===== config.mk =====
export PLATFORM = sky130hd
export DESIGN_NAME = video_timing_gen
export DESIGN_NICKNAME = d
export VERILOG_FILES = /design/src/rtl/video_timing_gen.sv
export SDC_FILE = /design/constraint.sdc
export NUM_CORES = 1
export LEC_CHECK = 0
export CAP_MARGIN = 20
export CORE_MARGIN = 3
export CORE_UTILIZATION = 56
export DETAILED_ROUTE_END_ITERATION = 10
export PLACE_DENSITY = 0.81
export SETUP_SLACK_MARGIN = 0.2
export SYNTH_ARGS = -nofsm -noshare
export SYNTH_HDL_FRONTEND = slang
export SYNTH_SLANG_ARGS = --single-unit

===== constraint.sdc =====
create_clock -name clk -period 4 [get_ports clk]
set_input_delay 0.6 -clock clk [delete_from_list [all_inputs] [get_ports clk]]
set_output_delay 0.6 -clock clk [all_outputs]
set_load 0.02 [all_outputs]

===== src/rtl/video_timing_gen.sv =====
// Pixel-enable and raster timing generator: ce_pix divider, h/v counters and
// registered blank/sync/frame_start for NTSC/PAL with optional 31 kHz doubling.
module video_timing_gen #(
  parameter int CE_DIV       = 4,
  parameter int H_ACTIVE     = 256,
  parameter int H_SYNC_START = 270,
  parameter int H_SYNC_END   = 294,
  parameter int H_TOTAL      = 320,
  parameter int V_ACTIVE     = 240,
  parameter int V_SYNC_START = 244,
  parameter int V_SYNC_LEN   = 3,
  parameter int V_TOTAL_NTSC = 262,
  parameter int V_TOTAL_PAL  = 312
) (
  input  logic       clk,
  input  logic       reset_n,
  input  logic       pal,
  input  logic       scandouble,
  output logic       ce_pix,
  output logic [8:0] hcount,
  output logic [9:0] vcount,
  output logic       HBlank,
  output logic       HSync,
  output logic       VBlank,
  output logic       VSync,
  output logic       frame_start
);

  localparam int DW = $clog2(CE_DIV);
  localparam logic [DW-1:0] DIV_ONE      = DW'(1);
  localparam logic [DW-1:0] DIV_LAST_15K = DW'(CE_DIV - 1);
  localparam logic [DW-1:0] DIV_LAST_31K = DW'(CE_DIV / 2 - 1);

  localparam logic [8:0] H_LAST    = 9'(H_TOTAL - 1);
  localparam logic [8:0] H_ACT     = 9'(H_ACTIVE);
  localparam logic [8:0] HS_BEG    = 9'(H_SYNC_START);
  localparam logic [8:0] HS_END    = 9'(H_SYNC_END);

  localparam logic [9:0] VL_N15    = 10'(V_TOTAL_NTSC - 1);
  localparam logic [9:0] VL_N31    = 10'(2 * V_TOTAL_NTSC - 1);
  localparam logic [9:0] VL_P15    = 10'(V_TOTAL_PAL - 1);
  localparam logic [9:0] VL_P31    = 10'(2 * V_TOTAL_PAL - 1);
  localparam logic [9:0] V_ACT_15K = 10'(V_ACTIVE);
  localparam logic [9:0] V_ACT_31K = 10'(2 * V_ACTIVE);
  localparam logic [9:0] VS_BEG_15K = 10'(V_SYNC_START);
  localparam logic [9:0] VS_BEG_31K = 10'(2 * V_SYNC_START);
  localparam logic [9:0] VS_END_15K = 10'(V_SYNC_START + V_SYNC_LEN);
  localparam logic [9:0] VS_END_31K = 10'(2 * (V_SYNC_START + V_SYNC_LEN));

  logic [DW-1:0] div_q, div_d;
  logic          ce_pix_q, ce_pix_d;
  logic [8:0]    hcount_q, hcount_d;
  logic [9:0]    vcount_q, vcount_d;
  logic          hblank_q, hblank_d;
  logic          hsync_q, hsync_d;
  logic          vblank_q, vblank_d;
  logic          vsync_q, vsync_d;
  logic          frame_start_q, frame_start_d;
  logic          mode_pal_q, mode_pal_d;
  logic          mode_sd_q, mode_sd_d;

  logic [DW-1:0] div_last_s;
  logic [9:0]    v_last_s;
  logic [9:0]    v_act_s;
  logic [9:0]    vs_beg_s;
  logic [9:0]    vs_end_s;

  // Line count of the frame in progress, from the latched mode.
  always_comb begin
    v_last_s = VL_N15;
    case ({mode_pal_q, mode_sd_q})
      2'b00:   v_last_s = VL_N15;
      2'b01:   v_last_s = VL_N31;
      2'b10:   v_last_s = VL_P15;
      2'b11:   v_last_s = VL_P31;
      default: v_last_s = VL_N15;
    endcase
  end

  // Divider, raster advance, mode latch at (0,0) and derived blank/sync.
  always_comb begin
    div_last_s    = mode_sd_q ? DIV_LAST_31K : DIV_LAST_15K;
    div_d         = div_q + DIV_ONE;
    ce_pix_d      = 1'b0;
    hcount_d      = hcount_q;
    vcount_d      = vcount_q;
    hblank_d      = hblank_q;
    hsync_d       = hsync_q;
    vblank_d      = vblank_q;
    vsync_d       = vsync_q;
    frame_start_d = 1'b0;
    mode_pal_d    = mode_pal_q;
    mode_sd_d     = mode_sd_q;
    v_act_s       = V_ACT_15K;
    vs_beg_s      = VS_BEG_15K;
    vs_end_s      = VS_END_15K;
    if (div_q == div_last_s) begin
      div_d    = '0;
      ce_pix_d = 1'b1;
      if (hcount_q == H_LAST) begin
        hcount_d = 9'd0;
        if (vcount_q == v_last_s) begin
          vcount_d = 10'd0;
        end else begin
          vcount_d = vcount_q + 10'd1;
        end
      end else begin
        hcount_d = hcount_q + 9'd1;
      end
      // New mode applies from the frame-start pixel onward, never mid-frame.
      if ((hcount_d == 9'd0) && (vcount_d == 10'd0)) begin
        mode_pal_d    = pal;
        mode_sd_d     = scandouble;
        frame_start_d = 1'b1;
      end else begin
        frame_start_d = 1'b0;
      end
      if (mode_sd_d) begin
        v_act_s  = V_ACT_31K;
        vs_beg_s = VS_BEG_31K;
        vs_end_s = VS_END_31K;
      end else begin
        v_act_s  = V_ACT_15K;
        vs_beg_s = VS_BEG_15K;
        vs_end_s = VS_END_15K;
      end
      hblank_d = (hcount_d >= H_ACT);
      hsync_d  = (hcount_d >= HS_BEG) && (hcount_d < HS_END);
      vblank_d = (vcount_d >= v_act_s);
      vsync_d  = (vcount_d >= vs_beg_s) && (vcount_d < vs_end_s);
    end else begin
      ce_pix_d = 1'b0;
    end
  end

  // State and output registers.
  always_ff @(posedge clk or negedge reset_n) begin
    if (!reset_n) begin
      div_q         <= '0;
      ce_pix_q      <= 1'b0;
      hcount_q      <= H_LAST;
      vcount_q      <= VL_N15;
      hblank_q      <= 1'b1;
      hsync_q       <= 1'b0;
      vblank_q      <= 1'b1;
      vsync_q       <= 1'b0;
      frame_start_q <= 1'b0;
      mode_pal_q    <= 1'b0;
      mode_sd_q     <= 1'b0;
    end else begin
      div_q         <= div_d;
      ce_pix_q      <= ce_pix_d;
      hcount_q      <= hcount_d;
      vcount_q      <= vcount_d;
      hblank_q      <= hblank_d;
      hsync_q       <= hsync_d;
      vblank_q      <= vblank_d;
      vsync_q       <= vsync_d;
      frame_start_q <= frame_start_d;
      mode_pal_q    <= mode_pal_d;
      mode_sd_q     <= mode_sd_d;
    end
  end

  assign ce_pix      = ce_pix_q;
  assign hcount      = hcount_q;
  assign vcount      = vcount_q;
  assign HBlank      = hblank_q;
  assign HSync       = hsync_q;
  assign VBlank      = vblank_q;
  assign VSync       = vsync_q;
  assign frame_start = frame_start_q;

endmodule


==> load_flow_metrics.sql, run 1 <==
INSERT INTO impl_metrics (metric_group, metric, value, unit) VALUES
('cts', 'cts.sink_count', '28', ''),
('die', 'core_region_area', '3770', 'um^2'),
('yosys', 'synth_async_sr_flop_share', '100', '%'),
('cts', 'cts.repair.resized', '0', ''),
('yosys', 'synth.distinct_cells', '58', ''),
('yosys', 'synth_top_cells_by_count', 'nand2_1 (40), o21ai_0 (21), nor2_1 (19), dfrtp_1 (17)', ''),
('timing', 'achievable-frequency', '282', 'MHz'),
('cts', 'postCtsSetupRepairBufs', '0', ''),
('run_status', 'run_status', 'completed', ''),
('power', 'internal_power', '0.000377', 'W'),
('cells_and_area', 'layout.area.seq', '714', 'um^2'),
('job', 'drv_cap', '0', ''),
('timing', 'finClkSkew', '0.00721', 'ns'),
('setup_path', 'critical_path.cell_chain', 'ha_1, nand4b_1, nor4_1, xor2_1, or4_4, nor4_4, mux2i_1, ha_1, nand2_1, o41ai_1, o221a_1', ''),
('route', 'drcViolationCount', '0', ''),
('die', 'num_rows', '22', ''),
('cts', 'ctsLongestPathBuffers', '2', ''),
('cells_and_area', 'stdcell_area', '2610', 'um^2'),
('setup_path', 'crit_path_frequent_cell', 'ha_1', ''),
('hold_path', 'hold_path_class', 'register to register', ''),
('die', 'die_area', '4840', 'um^2'),
('yosys', 'post_synth_main_area_contributors', 'dfrtp_1 (19%), dfstp_2 (13%), nand2_1 (6.6%)', ''),
('global_route', 'grt_antenna_before_repair', '0', ''),
('timing', 'timing.final.setup_violations', '0', ''),
('timing', 'slew_headroom', '61.4', '%'),
('timing', 'finalCriticalPeriod', '3.55', 'ns'),
('cells_and_area', 'n_antenna_cell', '0', ''),
('cells_and_area', 'filler_cell_count', '334', ''),
('power', 'power_frac_comb', '2.6', '%'),
('setup_path', 'cp_top_family', 'simple AND/OR/NAND/NOR gates', ''),
('cts', 'tritoncts.num_buffers', '3', ''),
('cts', 'cts_htree_levels', '1', ''),
('route', 'vias_per_inst', '6.44', ''),
('timing', 'tightest_slew', '0.578', 'ns'),
('timing', 'slew_viol_final', '0', ''),
('cells_and_area', 'post_route_cells_drive_above_1_share', '13.8', '%'),
('yosys', 'share_of_the_synthesized_area_in_the_top_cell_type', '18.8', '%'),
('power', 'total_switching_power', '0.000104', 'W'),
('yosys', 'number_of_enable_flip_flop_cells_after_synthesis', '0', ''),
('cts', 'clock_tree.root_cell', 'clkbuf_8', ''),
('cells_and_area', 'finalNetCount', '299', ''),
('cells_and_area', 'areaGrowthSynthToFinish', '15.2', '%'),
('setup_path', 'worst-endpoint-arrival', '3.78', 'ns'),
('power', 'p_leak', '0.980', 'nW'),
('route', 'final_routed_wirelength_across_all_metal_layers', '5780', 'um'),
('route', 'number_of_search_and_repair_iterations_in_the_first_detailed_routing_pass', '5', ''),
('cts', 'clkTransAtPathRegs', '0.10', 'ns'),
('yosys', 'synth.largest_area_cell', 'dfrtp_1', ''),
('cts', 'tritoncts', 'done', ''),
('power', 'ir_worst_vdd', '0.200', 'mV'),
('die', 'ios', '29', ''),
('yosys', 'synth_nets', '281', ''),
('yosys', 'synthesis.instances', '273', ''),
('setup_path', 'crit_path_max_incr_delay', '0.59', 'ns'),
('placed_design', 'finalWeightedCongestion', '0.997', ''),
('global_route', 'grt_start_max_net_pins', '22', ''),
('cts', 'insertion_delay_of_the_later_clocked_pin_in_the_worst_skew_pair', '0.29', 'ns'),
('yosys', 'synth_most_common_cell', 'nand2_1', ''),
('route', 'post_drt_wl_per_cell', '17.1', 'um'),
('setup_path', 'max_fanout_on_critical_path', '6', ''),
('global_route', 'first_pass_grt_wire_length', '9700', 'um'),
('global_route', 'globalRouteOverflowTotal', '0', ''),
('setup_path', 'worst-endpoint-required', '4.24', 'ns'),
('die', 'dieHeight', '69.6', 'um'),
('power', 'cellPowerDensity', '184', 'nW/um^2'),
('yosys', 'synth_ff_type', 'dfrtp_1', ''),
('timing', 'setup_tns', '0', 'ns'),
('placed_design', 'placedInstanceArea', '2550', 'um^2'),
('setup_path', 'criticalPathCategory', 'register to register', ''),
('power', 'clockPowerShare', '38.5', '%'),
('placed_design', 'placement.io_buffers', '28', '');
[final timing paths]
check | start | cells after the start | end
min reg2reg | div_q[0] | 1 | div_q[0]
max | hcount[0] | 11 | VBlank
min in group asynchronous | reset_n | 1 | vcount[3]
min | div_q[0] | 1 | div_q[0]
max reg2reg | hcount[0] | 11 | VBlank
max in group asynchronous | reset_n | 3 | hcount[3]
[per-stage QoR]
step                util, %  hold slack (ns)  power [W]  instances  setup slack [ns]
floorplan                 -            0.304   0.000289        273             0.839
global placement       67.4            0.444   0.000299        333             0.669
detailed placement     67.8            0.445   0.000301        334             0.543
CTS                    69.2            0.462   0.000486        338             0.466
global route           69.2            0.491   0.000497        338             0.203
finish                 69.2            0.458   0.000481        338             0.454
[flip-flops by register name (all words and copies together), names as in the netlist]
name / flops
frame_start: 1
VBlank: 1
ce_pix: 1
hcount: 9
mode_pal_q: 1
HSync: 1
VSync: 1
vcount: 10
div_q: 2
mode_sd_q: 1
[cell usage in the layout, fill, tap and decap left out, types with 4 or more instances in the layout]
cell type | Yosys | routed
nor4_1 | 6 | 6
dfrtp_1 | 17 | 17
nand3_1 | 11 | 11
nor3_1 | 9 | 9
dfstp_2 | 11 | 11
xor2_1 | 6 | 6
clkbuf_8 | 0 | 4
inv_1 | 5 | 5
buf_4 | 4 | 7
nand2_1 | 40 | 40
ha_1 | 4 | 4
clkdlybuf4s50_1 | 0 | 28
o21ai_0 | 21 | 21
nor2_1 | 19 | 19
a21oi_1 | 13 | 13
xnor2_1 | 9 | 9
o31ai_1 | 4 | 4
and3_1 | 4 | 4
[power by group through the flow]
stage / registers [W] / clock network [W] / logic [W]
CTS: 0.000284 / 0.000190 / 0.0000128
finish: 0.000284 / 0.000185 / 0.0000123
global placement: 0.000289 / 0 / 0.0000106
detailed placement: 0.000289 / 0 / 0.0000127
floorplan: 0.000289 / 0 / 0.0000000655
global route: 0.000284 / 0.000200 / 0.0000136
[cells by family (layout without fill, tap and decap cells)]
kind of cell | after synthesis | in the layout | share of synthesized area, %
flip-flops | 28 | 28 | 31.5
adder cells (fa/ha/maj) | 5 | 5 | 2.65
multiplexers | 7 | 7 | 3.31
XOR/XNOR | 15 | 15 | 5.80
buffers and inverters | 28 | 45 | 6.02
AND/OR/NAND/NOR | 119 | 119 | 28.5
AO/OA/AOI/OAI | 71 | 71 | 22.2
[layout make-up]
type,count,area share [%]
multi-input cells,217,54.2
well taps,48,2.30
repair buffers,36,13.3
inverters,5,0.719
flip-flops and latches,28,27.4
clock buffers,4,2.11
[worst reg2reg max path: stages (launching register included)]
cell,delay (ns)
dfstp_2,0.59
ha_1,0.28
nand4b_1,0.25
nor4_1,0.37
xor2_1,0.19
or4_4,0.55
nor4_4,0.23
mux2i_1,0.15
ha_1,0.32
nand2_1,0.06
o41ai_1,0.28
o221a_1,0.23
[routing by layer]
| metal | routed length [um] | track usage, % | up-vias | share of wire [%] |
|---|---|---|---|---|
| li1 | - | - | 1027 | - |
| met1 | 2640 | 36.2 | 1036 | 46 |
| met2 | 2540 | 36.3 | 101 | 44 |
| met3 | 496 | 4.20 | 13 | 8.6 |
| met4 | 101 | 6.29 | 0 | 1.7 |
| met5 | 0 | 0 | - | 0 |
Power figures use the tool's default switching activity.
==> inputs of run 2 (changes only) <==
--- a/config.mk
+++ b/config.mk
@@ -7,9 +7,9 @@
 export LEC_CHECK = 0
 export CAP_MARGIN = 20
 export CORE_MARGIN = 3
-export CORE_UTILIZATION = 56
+export CORE_UTILIZATION = 55
 export DETAILED_ROUTE_END_ITERATION = 10
-export PLACE_DENSITY = 0.81
+export PLACE_DENSITY = 0.79
 export SETUP_SLACK_MARGIN = 0.2
 export SYNTH_ARGS = -nofsm -noshare
 export SYNTH_HDL_FRONTEND = slang
==> constraint.sdc (replaced) <==
create_clock -name clk -period 3.55 [get_ports clk]
set_input_delay 0.5325 -clock clk [delete_from_list [all_inputs] [get_ports clk]]
set_output_delay 0.5325 -clock clk [all_outputs]
set_load 0.02 [all_outputs]
==> run 2 against run 1 <==
Effect of this change: sequential share of layout area decreased by 1.9 points; clock-buffer cell count fell by 1; final area grew 8.0%; sequential power is 12% higher; first-iteration DRC count fell by 6.7%; utilization up 4.4 points; routed wire length rose by 2.9%; critical path type unchanged; non-clock buffer count increased by 16; worst setup slack worse by 0.20 ns; register-to-register slack got worse by 0.20 ns.
==> load_flow_metrics.sql, run 2 (synthesis gave the netlist of run 1 again) <==
INSERT INTO impl_metrics (metric_group, metric, value, unit) VALUES
('cells_and_area', 'mostFrequentLayoutCell', 'nand2_1', ''),
('timing', 'slew_headroom', '70.4', '%'),
('setup_path', 'path_buf_inv', '1', ''),
('global_route', 'globalRouteOverflowTotal', '0', ''),
('run_status', 'run_status', 'completed', ''),
('die', 'dieHeight', '70.2', 'um'),
('cts', 'insertion_delay_of_the_later_clocked_pin_in_the_worst_skew_pair', '0.29', 'ns'),
('die', 'initial_core_util', '59.2', '%'),
('cells_and_area', 'areaGrowthSynthToFinish', '24.4', '%'),
('timing', 'grt_setup_unrepaired', 'no', ''),
('timing', 'setup_tns', '0', 'ns'),
('cells_and_area', 'top_library_cells_by_usage_in_the_layout_fill_and_taps_aside', 'nand2_1 (39), clkdlybuf4s50_1 (28), buf_4 (23)', ''),
('setup_path', 'worst_path_max_delay_cell', 'dfstp_2', ''),
('route', 'final_routed_wirelength_across_all_metal_layers', '5950', 'um'),
('cts', 'tritoncts.num_buffers', '3', ''),
('setup_path', 'critical_path.startpoint_type', 'register', ''),
('die', 'num_rows', '22', ''),
('placed_design', 'place.detailed.hpwl', '4050', 'um'),
('hold_path', 'hold_path_class', 'register to register', ''),
('timing', 'finalCriticalPeriod', '3.29', 'ns'),
('die', 'die_area', '4920', 'um^2'),
('route', 'vias_per_inst', '6.35', ''),
('placed_design', 'finalWeightedCongestion', '0.942', ''),
('die', 'core_region_area', '3830', 'um^2'),
('global_route', 'grt_start_max_net_pins', '29', ''),
('cells_and_area', 'post_route_cells_drive_above_1_share', '22.5', '%'),
('global_route', 'grt.total_usage', '24.3', '%'),
('timing', 'timing.final.setup_violations', '0', ''),
('global_route', 'grt_antenna_before_repair', '0', ''),
('route', 'drt_iter0_drc', '209', ''),
('cells_and_area', 'n_antenna_cell', '0', ''),
('cells_and_area', 'largest_register_ffs', '10', ''),
('timing', 'layout_worst_path_cycle_share', '92.8', '%'),
('setup_path', 'crit_path_frequent_cell', 'nor4_4', ''),
('route', 'route.vias.total', '2249', ''),
('setup_path', 'cp_top_family', 'simple AND/OR/NAND/NOR gates', ''),
('route', 'post_drt_wl_per_cell', '16.8', 'um'),
('setup_path', 'worst-endpoint-arrival', '3.53', 'ns'),
('placed_design', 'placed_cells', '337', ''),
('cts', 'tritoncts', 'done', ''),
('timing', 'slew_viol_final', '0', ''),
('placed_design', 'placement.io_buffers', '28', ''),
('power', 'p_leak', '1.08', 'nW'),
('die', 'dieWidth', '70.2', 'um'),
('power', 'ir_worst_vdd', '0.133', 'mV'),
('cts', 'clkTransAtPathRegs', '0.10', 'ns'),
('die', 'ios', '29', ''),
('timing', 'finClkSkew', '0.00520', 'ns'),
('cells_and_area', 'stdcell_count', '354', ''),
('setup_path', 'worst-endpoint-required', '3.78', 'ns'),
('cts', 'hold_buffers', '0', ''),
('timing', 'achievable-frequency', '304', 'MHz'),
('cts', 'cts.sink_count', '28', ''),
('route', 'drcViolationCount', '0', ''),
('job', 'drv_cap', '0', ''),
('global_route', 'number_of_global_route_vias_before_repair', '1985', ''),
('route', 'number_of_search_and_repair_iterations_in_the_first_detailed_routing_pass', '5', ''),
('power', 'cellPowerDensity', '209', 'nW/um^2'),
('cts', 'ctsLongestPathBuffers', '2', ''),
('cts', 'cts_htree_levels', '1', ''),
('timing', 'final-hold-violation-count', '0', ''),
('setup_path', 'crit_path_max_incr_delay', '0.60', 'ns'),
('setup_path', 'timing.critical_path.to_type', 'register', ''),
('placed_design', 'dpl_worst_slack', '0.197', 'ns'),
('cts', 'clock_tree.root_cell', 'clkbuf_8', ''),
('global_route', 'first_pass_grt_wire_length', '9740', 'um'),
('route', 'drtAntennaViolNets', '0', ''),
('setup_path', 'max_fanout_on_critical_path', '6', ''),
('cells_and_area', 'finalNetCount', '315', ''),
('setup_path', 'criticalPathCategory', 'register to register', ''),
('setup_path', 'critical_path.cell_chain', 'ha_4, nand4b_1, buf_6, nor4_4, xor2_1, or4_4, nor4_4, mux2i_1, ha_2, nand2_1, nor4_1, a41o_1', ''),
('timing', 'final.setup.worst_slack', '0.257', 'ns'),
('timing', 'tightest_slew', '0.444', 'ns');
-- run 2: routing by layer --
layer,GRT usage [%],routed length [um],up-vias
li1,-,-,1058
met1,36.3,2630,1074
met2,35.6,2720,108
met3,4.17,516,9
met4,7.23,79,0
met5,0,0,-
-- run 2: layout make-up --
class / instances / area [um^2]
inverter: 5 / 18.8
clock buffer: 3 / 41.3
clock inverter: 1 / 30.0
timing repair buffer: 52 / 464
sequential: 28 / 718
multi-input combinational: 217 / 1490
fill: 319 / 1010
tap: 48 / 60.1
-- run 2: power breakdown --
group,internal (W),switching [W],leakage [nW],total [W]
Combinational,0.00000368,0.00000641,0.699,0.0000101
Clock,0.000151,0.000108,0.0357,0.000259
Sequential,0.000319,0,0.347,0.000319
-- run 2: per-stage QoR --
step	hold slack [ns]	total power, W	utilization, %	instance area (um^2)
floorplan	0.237	0.000325	-	2260
global placement	0.444	0.000336	67.2	2570
detailed placement	0.446	0.000336	67.2	2570
CTS	0.461	0.000590	69.8	2670
global route	0.509	0.000611	73.6	2820
finish	0.457	0.000588	73.6	2820
-- run 2: worst paths after layout --
check	start	endpoint	slack (ns)	cells past startpoint
max	hcount[1]	VSync	0.26	12
min	div_q[0]	div_q[0]	0.46	1
max reg2reg	hcount[1]	VSync	0.26	12
min reg2reg	div_q[0]	div_q[0]	0.46	1
max in group asynchronous	reset_n	vcount[8]	2.64	2
min in group asynchronous	reset_n	HSync	0.60	2
-- run 2: what timing repair did --
action | in CTS | in global routing
gates resized for setup | 4 | 16
pin swaps | 1 | 7
setup endpoints to repair | 2 | 2
buffers inserted | 1 | 12
